$ cat config.mk
export PLATFORM = sky130hd
export DESIGN_NAME = net_link_bridge_flat
export DESIGN_NICKNAME = d
export VERILOG_FILES = /design/src/rtl/net_link_bridge_if.sv /design/src/rtl/net_link_bridge.sv /design/src/flat_wrapper.sv
export SDC_FILE = /design/constraint.sdc
export NUM_CORES = 1
export LEC_CHECK = 0
export BUFFER_PORTS_ARGS = -buffer_cell sky130_fd_sc_hd__buf_2
export CAP_MARGIN = 20
export CORE_MARGIN = 4
export CORE_UTILIZATION = 63
export CTS_CLUSTER_DIAMETER = 60
export DETAILED_ROUTE_END_ITERATION = 12
export PLACE_DENSITY = 0.84
export SYNTH_ARGS = -nofsm -noshare
export SYNTH_HDL_FRONTEND = slang
export SYNTH_SLANG_ARGS = --single-unit
$ cat constraint.sdc
create_clock -name clk -period 4.4 [get_ports clk]
set_input_delay 0.22 -clock clk [delete_from_list [all_inputs] [get_ports clk]]
set_output_delay 0.22 -clock clk [all_outputs]
set_load 0.02 [all_outputs]
$ cat src/rtl/net_link_bridge_if.sv
// rtl/net_link_bridge_if.sv - processor send/interrupt and byte-link signal bundle
interface net_link_bridge_if;
   logic        snd;
   logic [31:0] interface_data;
   logic [7:0]  tx_byte;
   logic        tx_valid;
   logic        tx_ready;
   logic [7:0]  rx_byte;
   logic        rx_valid;
   logic        interrupt_eth;
   logic [31:0] interrupt_source_data;
   logic        tx_full;
   logic        tx_overflow;
   logic        rx_drop;

   modport master (
      output snd, interface_data, tx_ready, rx_byte, rx_valid,
      input  tx_byte, tx_valid, interrupt_eth, interrupt_source_data,
             tx_full, tx_overflow, rx_drop
   );

   modport slave (
      input  snd, interface_data, tx_ready, rx_byte, rx_valid,
      output tx_byte, tx_valid, interrupt_eth, interrupt_source_data,
             tx_full, tx_overflow, rx_drop
   );
endinterface

$ cat src/rtl/net_link_bridge.sv
// rtl/net_link_bridge.sv - word FIFO + MSB-first byte serializer, byte-to-word RX assembler
module net_link_bridge #(
   parameter int FIFO_DEPTH = 4,
   parameter int RX_TIMEOUT = 1024
) (
   input  logic               clk,
   input  logic               rst_n,
   net_link_bridge_if.slave   bus
);
   localparam int AW = $clog2(FIFO_DEPTH);
   localparam int IW = $clog2(RX_TIMEOUT + 1);
   localparam logic [AW:0]   DEPTH_C    = (AW + 1)'(FIFO_DEPTH);
   localparam logic [IW-1:0] TIMEOUT_M1 = IW'(RX_TIMEOUT - 1);

   typedef enum logic {S_IDLE, S_SEND} state_t;

   logic [31:0]   r_mem [FIFO_DEPTH];
   logic [AW-1:0] r_wr_ptr, r_rd_ptr;
   logic [AW:0]   r_count;
   logic          r_tx_overflow;
   state_t        r_state;
   logic [31:0]   r_shreg;
   logic [1:0]    r_idx;
   logic          r_tx_valid;

   logic          w_empty, w_full, w_hs, w_pop, w_push;

   assign w_empty = (r_count == '0);
   assign w_full  = (r_count == DEPTH_C);
   assign w_hs    = r_tx_valid & bus.tx_ready;
   // A final-byte handshake frees the shift register, so the next word is popped on that same edge.
   assign w_pop   = ~w_empty & ((r_state == S_IDLE) | (w_hs & (r_idx == 2'd0)));
   assign w_push  = bus.snd & (~w_full | w_pop);

   always_ff @(posedge clk) begin
      if (w_push) r_mem[r_wr_ptr] <= bus.interface_data;
   end

   always_ff @(posedge clk or negedge rst_n) begin
      if (!rst_n) begin
         r_wr_ptr      <= '0;
         r_rd_ptr      <= '0;
         r_count       <= '0;
         r_tx_overflow <= 1'b0;
      end else begin
         if (w_push) r_wr_ptr <= r_wr_ptr + AW'(1);
         if (w_pop)  r_rd_ptr <= r_rd_ptr + AW'(1);
         if (w_push & ~w_pop)      r_count <= r_count + (AW + 1)'(1);
         else if (~w_push & w_pop) r_count <= r_count - (AW + 1)'(1);
         if (bus.snd & w_full & ~w_pop) r_tx_overflow <= 1'b1;
      end
   end

   // Outgoing byte is always shreg[31:24]; the word shifts left one byte per accepted byte.
   always_ff @(posedge clk or negedge rst_n) begin
      if (!rst_n) begin
         r_state    <= S_IDLE;
         r_shreg    <= '0;
         r_idx      <= 2'd0;
         r_tx_valid <= 1'b0;
      end else begin
         case (r_state)
            S_IDLE: begin
               if (w_pop) begin
                  r_shreg    <= r_mem[r_rd_ptr];
                  r_idx      <= 2'd3;
                  r_tx_valid <= 1'b1;
                  r_state    <= S_SEND;
               end
            end
            S_SEND: begin
               if (w_hs) begin
                  if (r_idx != 2'd0) begin
                     r_shreg <= {r_shreg[23:0], 8'h00};
                     r_idx   <= r_idx - 2'd1;
                  end else if (w_pop) begin
                     r_shreg <= r_mem[r_rd_ptr];
                     r_idx   <= 2'd3;
                  end else begin
                     r_shreg    <= '0;
                     r_tx_valid <= 1'b0;
                     r_state    <= S_IDLE;
                  end
               end
            end
            default: r_state <= S_IDLE;
         endcase
      end
   end

   logic [1:0]    r_rx_cnt;
   logic [23:0]   r_rx_shreg;
   logic [IW-1:0] r_idle;
   logic [31:0]   r_rx_word;
   logic          r_eth;
   logic          r_drop;

   // An arriving byte always wins over a timeout firing on the same edge.
   always_ff @(posedge clk or negedge rst_n) begin
      if (!rst_n) begin
         r_rx_cnt   <= 2'd0;
         r_rx_shreg <= '0;
         r_idle     <= '0;
         r_rx_word  <= '0;
         r_eth      <= 1'b0;
         r_drop     <= 1'b0;
      end else begin
         r_eth  <= 1'b0;
         r_drop <= 1'b0;
         if (bus.rx_valid) begin
            r_idle     <= '0;
            r_rx_shreg <= {r_rx_shreg[15:0], bus.rx_byte};
            if (r_rx_cnt == 2'd3) begin
               r_rx_word <= {r_rx_shreg, bus.rx_byte};
               r_eth     <= 1'b1;
               r_rx_cnt  <= 2'd0;
            end else begin
               r_rx_cnt <= r_rx_cnt + 2'd1;
            end
         end else if (r_rx_cnt != 2'd0) begin
            if (r_idle == TIMEOUT_M1) begin
               r_idle   <= '0;
               r_rx_cnt <= 2'd0;
               r_drop   <= 1'b1;
            end else begin
               r_idle <= r_idle + IW'(1);
            end
         end
      end
   end

   assign bus.tx_byte               = r_shreg[31:24];
   assign bus.tx_valid              = r_tx_valid;
   assign bus.tx_full               = w_full;
   assign bus.tx_overflow           = r_tx_overflow;
   assign bus.interrupt_eth         = r_eth;
   assign bus.interrupt_source_data = r_rx_word;
   assign bus.rx_drop               = r_drop;
endmodule

$ cat src/flat_wrapper.sv
// flat-port wrapper written by rule: the top's interface ports become plain ports
module net_link_bridge_flat 
#(
   parameter int FIFO_DEPTH = 4,
   parameter int RX_TIMEOUT = 1024
)
  (clk, rst_n, bus_snd, bus_interface_data, bus_tx_ready, bus_rx_byte, bus_rx_valid, bus_tx_byte, bus_tx_valid, bus_interrupt_eth, bus_interrupt_source_data, bus_tx_full, bus_tx_overflow, bus_rx_drop);
  net_link_bridge_if bus_i ();
  input  logic clk;
  input  logic rst_n;
  input wire logic [$bits(bus_i.snd)-1:0] bus_snd;
  input wire logic [$bits(bus_i.interface_data)-1:0] bus_interface_data;
  input wire logic [$bits(bus_i.tx_ready)-1:0] bus_tx_ready;
  input wire logic [$bits(bus_i.rx_byte)-1:0] bus_rx_byte;
  input wire logic [$bits(bus_i.rx_valid)-1:0] bus_rx_valid;
  output wire logic [$bits(bus_i.tx_byte)-1:0] bus_tx_byte;
  output wire logic [$bits(bus_i.tx_valid)-1:0] bus_tx_valid;
  output wire logic [$bits(bus_i.interrupt_eth)-1:0] bus_interrupt_eth;
  output wire logic [$bits(bus_i.interrupt_source_data)-1:0] bus_interrupt_source_data;
  output wire logic [$bits(bus_i.tx_full)-1:0] bus_tx_full;
  output wire logic [$bits(bus_i.tx_overflow)-1:0] bus_tx_overflow;
  output wire logic [$bits(bus_i.rx_drop)-1:0] bus_rx_drop;
  assign bus_i.snd = bus_snd;
  assign bus_i.interface_data = bus_interface_data;
  assign bus_i.tx_ready = bus_tx_ready;
  assign bus_i.rx_byte = bus_rx_byte;
  assign bus_i.rx_valid = bus_rx_valid;
  assign bus_tx_byte = bus_i.tx_byte;
  assign bus_tx_valid = bus_i.tx_valid;
  assign bus_interrupt_eth = bus_i.interrupt_eth;
  assign bus_interrupt_source_data = bus_i.interrupt_source_data;
  assign bus_tx_full = bus_i.tx_full;
  assign bus_tx_overflow = bus_i.tx_overflow;
  assign bus_rx_drop = bus_i.rx_drop;
  net_link_bridge #(.FIFO_DEPTH(FIFO_DEPTH), .RX_TIMEOUT(RX_TIMEOUT)) u_core (.clk(clk), .rst_n(rst_n), .bus(bus_i));
endmodule
## Yosys cells after proc, flatten, opt, wreduce, memory -nomap -nowiden

Memories as Yosys holds them, arrays and structs flattened.
Index checks and enable logic that the tools add are counted.

- Output and inout port bits: 45
- Memories kept: 1
- Word-level logic and storage cells: 89
- Memory bits (writable): 128
- Register bits after elaboration: 115
- Bits of input ports: 45

Memory list:

| name | depth | width | rd ports | clocked after memory_dff | wr ports | line | source |
|---|---|---|---|---|---|---|---|
| u_core.r_mem | 4 | 32 | 1 | 0 | 1 | net_link_bridge.sv:17 | `logic [31:0] r_mem [FIFO_DEPTH];` |

- Bitwise gates (word level): 15
- Muxes and demuxes: 34
- $add $sub $neg: 7
- Equal/unequal tests: 7
- Reduce and logical (&&, ||, !) cells: 11

Operator list:

| operator | number |
|---|---|
| 2-to-1 mux 32 bit | 4 |
| one-hot mux 32 bit (2 select lines) | 1 |
| 2-to-1 mux 11 bit | 3 |
| 2-to-1 mux 1 bit | 14 |
| 2-to-1 mux 2 bit | 7 |
| adder 11 x 1 -> 11 bit (second input constant) | 1 |
| equality test 11 x 10 -> 1 bit (second input constant) | 1 |
| nonzero test 2 bit | 5 |
| bitwise AND 1 bit | 8 |
| adder 2 x 1 -> 2 bit (second input constant) | 3 |
| 2-to-1 mux 3 bit | 2 |
| inequality test 2 bit (second input constant) | 3 |
| AND reduction 2 bit | 3 |
| NOT 1 bit | 5 |
| one-hot mux 1 bit (2 select lines) | 2 |
| one-hot mux 2 bit (2 select lines) | 1 |
| AND reduction 4 bit | 1 |
| adder 3 x 1 -> 3 bit (second input constant) | 1 |
| equality test 3 bit (second input constant) | 1 |
| zero test 3 bit | 1 |
| subtractor 3 x 1 -> 3 bit (second input constant) | 1 |
| equality test 2 bit (second input constant) | 1 |
| zero test 2 bit | 1 |
| inequality test 2 x 1 -> 1 bit (second input constant) | 1 |
| other kinds (2) | 3 |

## Depth between registers and ports, before layout

- Depth after elaboration: 10
- Gate-level depth with buffers: 10
- Mapped depth without buffers: 9

## Least setup slack after synthesis

No wires, ideal clock.

- Kind: register -> register
- Start point: register u_core.r_tx_valid, in the netlist u_core.bus.tx_valid
- End point: memory u_core.r_mem[0][0] (enable)
- Arrival: 1.871 ns
- Setup time: 0.392 ns
- Cell stages (with the launch flop): 5
- Path buffers: 0
- Slack: 2.137 ns
- Period minus slack after synthesis: 2.263 ns
- Required time: 4.008 ns
- Cell sequence: dfrtp_1 > nand4bb_4 > and2_4 > a21boi_4 > and2_1

- Word-level cells in the longest chain between the ends: 8

Ends and longest elaborated chain:

| element | line | source |
|---|---|---|
| start, declared | net_link_bridge.sv:24 | `logic r_tx_valid;` |
| start signal, assigned | net_link_bridge.sv:60 | `r_tx_valid <= 1'b0;` |
| start signal, assigned | net_link_bridge.sv:67 | `r_tx_valid <= 1'b1;` |
| start signal, assigned | net_link_bridge.sv:81 | `r_tx_valid <= 1'b0;` |
| bitwise AND 1 bit | net_link_bridge.sv:30 | `assign w_hs = r_tx_valid & bus.tx_ready;` |
| bitwise AND 1 bit | net_link_bridge.sv:32 | `assign w_pop = ~w_empty & ((r_state == S_IDLE) \| (w_hs & (r_idx == 2'd0)));` |
| OR 1 bit | net_link_bridge.sv:32 |  |
| bitwise AND 1 bit | net_link_bridge.sv:32 |  |
| OR 1 bit | net_link_bridge.sv:33 | `assign w_push = bus.snd & (~w_full \| w_pop);` |
| bitwise AND 1 bit | net_link_bridge.sv:33 |  |
| named net u_core.w_push | net_link_bridge.sv:26 | `logic w_empty, w_full, w_hs, w_pop, w_push;` |
| 2-to-1 mux 1 bit | net_link_bridge.sv:36 | `if (w_push) r_mem[r_wr_ptr] <= bus.interface_data;` |
| 2-to-1 mux 1 bit (implied by the code) | net_link_bridge.sv:36 |  |
| end, declared | net_link_bridge.sv:17 |  |

The timed path passes the listed nets, and every way through them passes these cells.

## Worst setup path in the final report

- Start point: register u_core.r_idx[0]
- End point: register u_core.r_count[1]

- Word-level cells in the longest chain between the ends: 9
- Elaborated cells on any way between the ends: 12
- Those cells by class: mux: 1; bitwise: 9; reduce/logical: 2

Ends and longest elaborated chain:

| element | line | source |
|---|---|---|
| start, declared | net_link_bridge.sv:23 | `logic [1:0] r_idx;` |
| start signal, assigned | net_link_bridge.sv:75 | `r_idx <= r_idx - 2'd1;` |
| zero test 2 bit (*) | net_link_bridge.sv:32 |  |
| bitwise AND 1 bit (*) | net_link_bridge.sv:32 |  |
| OR 1 bit (*) | net_link_bridge.sv:32 |  |
| bitwise AND 1 bit (*) | net_link_bridge.sv:32 |  |
| OR 1 bit | net_link_bridge.sv:33 |  |
| bitwise AND 1 bit | net_link_bridge.sv:33 |  |
| NOT 1 bit | net_link_bridge.sv:49 | `else if (~w_push & w_pop) r_count <= r_count - (AW + 1)'(1);` |
| bitwise AND 1 bit | net_link_bridge.sv:49 |  |
| nonzero test 2 bit (no line) | n/a |  |
| end signal, assigned | net_link_bridge.sv:48 | `if (w_push & ~w_pop) r_count <= r_count + (AW + 1)'(1);` |
| end signal, assigned | net_link_bridge.sv:49 |  |
| end, declared | net_link_bridge.sv:19 | `logic [AW:0] r_count;` |

Mark *: on every way between the ends. The rest lies on a longest branch, timed or not.
A chain may end at the register's enable or synchronous reset.

==> results.md <==
* Mapped cell area at about 9500 um^2
* Routing usage on met2 at 0.4092
* Pins over their slew limit at 0
* Antenna fix cells at 0
* Total wire length at approximately 19 mm
* Post-Synthesis Cells at 553
* Slew @ Worst Pin at 1014 ps
* Max-Cap Viols at 0
* Final Hold Fails at 0
* CP max FO at 11
* Drt pass-1 iters at 5
* Vias in the first global route at 5635
* Status: complete, no violations
* Tot GR Track Use at 0.2292
* Net Sw Power at 2.382 mW
* Initial Util at 0.6485
* Area share of the largest cell type after synthesis at 0.4032
* Largest net degree at the start of global routing at 78
* Sw Share at 0.3076
* Top cells by area, synth: edfxtp_1, dfrtp_1, mux2_2
* WL per Instance at 21.50 um
* Max clock buf depth at 3
* Area occupied by multi-input gates at ~2600 um^2
* Minimum period implied by the final worst setup slack at 2695 ps
* CP max stage delay at 820 ps
* Yosys warnings at 0
* Top post-synthesis cells by count: edfxtp_1, dfrtp_1, mux2_2
* Setup-failing EPs final at 0
* Filler Cell Count at 778
* Reg area at 6724 um^2
* Drt drc at 0
* Peak VDD IR at 0.5271 mV
* GR Layer Usage met3 at 0.03984
* Critical-path cell list: nand4bb_4 -> a21oi_1 -> inv_1 -> ha_1 -> inv_1 -> fa_1 -> mux2_2
* Syn_nets at 607
* Gr busiest metal: met2
* Fin crit share at 0.6126
* Area leader, netlist: edfxtp_1
* Layout cells sized above 1 at 0.3338
* Lkg Pwr at around 4.5 nW
* Internal cell power at 5.363 mW
* Grt total ovfl at 0
* Fmax at 371.0 MHz
* Met1 Usage GRT at 0.2866
* Total number of vias at between 5k and 6k
* Hold Crit Class: in2reg
* Placed inst area at 10040 um^2
* Die Footprint at 17160 um^2
* Placer Congestion at 0.8219
* Ys async rst share at 0.4733
* Crit. End Element: register
* Num CTS Buffers at 24
* NumNets Final at about 740
* Root buf cell: clkbuf_16
* Chip height at 131.0 um
* Top-count cell post-synth: edfxtp_1
* CP arrival at 3090 ps
* DIE WIDTH at 131.0 um
* Row cnt at 44
* Initial antenna violation count at 0
* I/O Buffers at 89
* Ports at 90
* EDFF count, synth at 128
* Clock slew at reported path FFs at approximately 60 ps
* PwrDens at about 680 nW/um^2
* Most frequent CP cell: inv_1
* Top_reg_cell synth: edfxtp_1
* Syn avg cell area at 17.24 um^2
* Power share of the sequential group at 0.451
* Required time of the worst setup path at 4790 ps
* Core Region at 14700 um^2
* Startpoint types: register
* CTS Sinks at 243
* Syn-to-layout area delta at 18.99%
* Flops & latches, synth at between 200 and 250
* Post-synthesis cell type count at 47
* Post-cts resize count at 0
* CTS tree: built
* RSZ-0062 raised after global routing: no
* Post-synthesis sequential area ratio at 0.7051
* Final instance area at 11340 um^2
* Slew HR at 0.3243
* Final HPWL DP at roughly 10 mm
* Clock skew at 9.644 ps
* CTS H-tree depth at 1
* First-pass GRT wire length at ~30 mm
* Initial DRC Count at 364
* Setup_tns at 0 ps
* Worst-skew pair later-pin latency at between 500 and 600 ps
* Post-DRT Antenna Nets at 0
* Clock power share at 0.281
* Routed vias/inst at 5.934
* Slowest CP cell: a21oi_1
* Combinational power share at 0.267
* CP Class: reg2reg
==> kinds of logic after synthesis <==
logic type	count (synthesis)	synth area share
multiplexers	91	0.1467
flip-flops	243	0.7051
AO/OA/AOI/OAI	75	0.05381
adder cells (fa/ha/maj)	9	0.01260
buffers and inverters	43	0.02796
XOR/XNOR	14	0.01286
AND/OR/NAND/NOR	78	0.04095
==> cell usage in the layout (no fill, tap or decap), types with 2 or more instances in the layout <==
cell type,n
nor3b_1,2
clkinv_2,6
o21ai_2,2
nor3_1,4
nand3_1,2
dfrtp_1,113
dfrtp_2,2
and2_1,4
clkbuf_16,25
a22oi_1,23
edfxtp_1,128
buf_4,8
a21oi_1,28
nor4_1,2
a22o_1,8
nor2b_1,2
nor2_1,37
xnor2_1,11
xor2_1,3
clkinv_1,3
clkbuf_1,2
mux4_1,4
bufinv_16,5
nand2_1,16
o21ai_0,5
inv_1,8
ha_1,8
mux4_2,28
buf_2,88
dlygate4sd3_1,42
nand4_1,2
mux2_2,57
==> path summary, 6_finish.rpt <==
| kind | start | to | slack, ps | cells past startpoint |
|---|---|---|---|---|
| min in group asynchronous | rst_n | u_core.bus.interrupt_source_data[26] | 430 | 2 |
| max in group asynchronous | rst_n | u_core.r_shreg[25] | 2900 | 3 |
| worst min register to register | u_core.bus.tx_overflow | u_core.bus.tx_overflow | 490 | 1 |
| worst max-delay path | u_core.r_idx[0] | u_core.r_count[1] | 1700 | 7 |
| worst max register to register | u_core.r_idx[0] | u_core.r_count[1] | 1700 | 7 |
| worst min-delay path | bus_tx_ready | u_core.r_idx[0] | 230 | 4 |
==> area by class of cell <==
type / instances / area share
Inverter: 8 / 0.002647
Sequential cell: 243 / 0.5928
Clock buffer: 28 / 0.05703
Multi-Input combinational cell: 267 / 0.2255
Clock inverter: 15 / 0.01754
Timing Repair Buffer: 140 / 0.08427
Tap cell: 184 / 0.02030
==> power by group through the flow <==
| stage | clock, mW | combinational (mW) | sequential (mW) |
|---|---|---|---|
| 5_1_grt | 2.31 | 2.25 | 3.55 |
| 6_report | 2.18 | 2.07 | 3.50 |
| 2_1_floorplan | 0 | 1.44 | 3.52 |
| 4_1_cts | 2.20 | 1.98 | 3.55 |
| 3_3_place_gp | 0 | 1.86 | 3.53 |
| 3_5_place_dp | 0 | 1.93 | 3.58 |
==> metrics by stage <==
step,hold WS [ps],setup slack (ps),power [mW],std cells,util
2_1_floorplan,-75.59,2137,4.968,553,-
3_3_place_gp,403.9,1908,5.389,798,0.6832
3_5_place_dp,423.7,1707,5.506,798,0.6832
4_1_cts,202.0,1661,7.738,883,0.7693
5_1_grt,244.2,1516,8.120,885,0.7717
6_report,229.6,1705,7.745,885,0.7717
==> sequential cells by signal, indices dropped and copies added (netlist names) <==
register,cells
u_core.r_shreg,32
u_core.bus.interrupt_source_data,32
u_core.bus.rx_drop,1
u_core.r_idx,2
u_core.r_wr_ptr,2
u_core.r_state,1
u_core.r_rd_ptr,2
u_core.bus.tx_overflow,1
u_core.bus.interrupt_eth,1
u_core.r_rx_shreg,24
u_core.r_rx_cnt,2
u_core.r_mem,128
u_core.r_count,3
u_core.bus.tx_valid,1
u_core.r_idle,11
==> what timing repair did <==
action,4_1_cts,5_1_grt
hold buffers,42,0
setup endpoints to repair,0,0
endpoints found under the hold margin,221,0
buffers inserted,0,0
==> layer usage <==
layer | part of all wire | wire length (um)
met3 | 0.054 | 1030
met4 | 0.027 | 515
met5 | 0 | 0
met1 | 0.39 | 7355
met2 | 0.53 | 10130
==> critical path, delay by kind of cell, from the launching register on <==
kind / cells / cell delay, ps
adders and majority gates: 2 / 650
DFF: 1 / 420
muxes: 1 / 260
AOI/OAI and AO/OA: 1 / 820
buffers and inverters: 2 / 180
and+or+nand+nor: 1 / 260
Power figures use the tool's default switching activity.
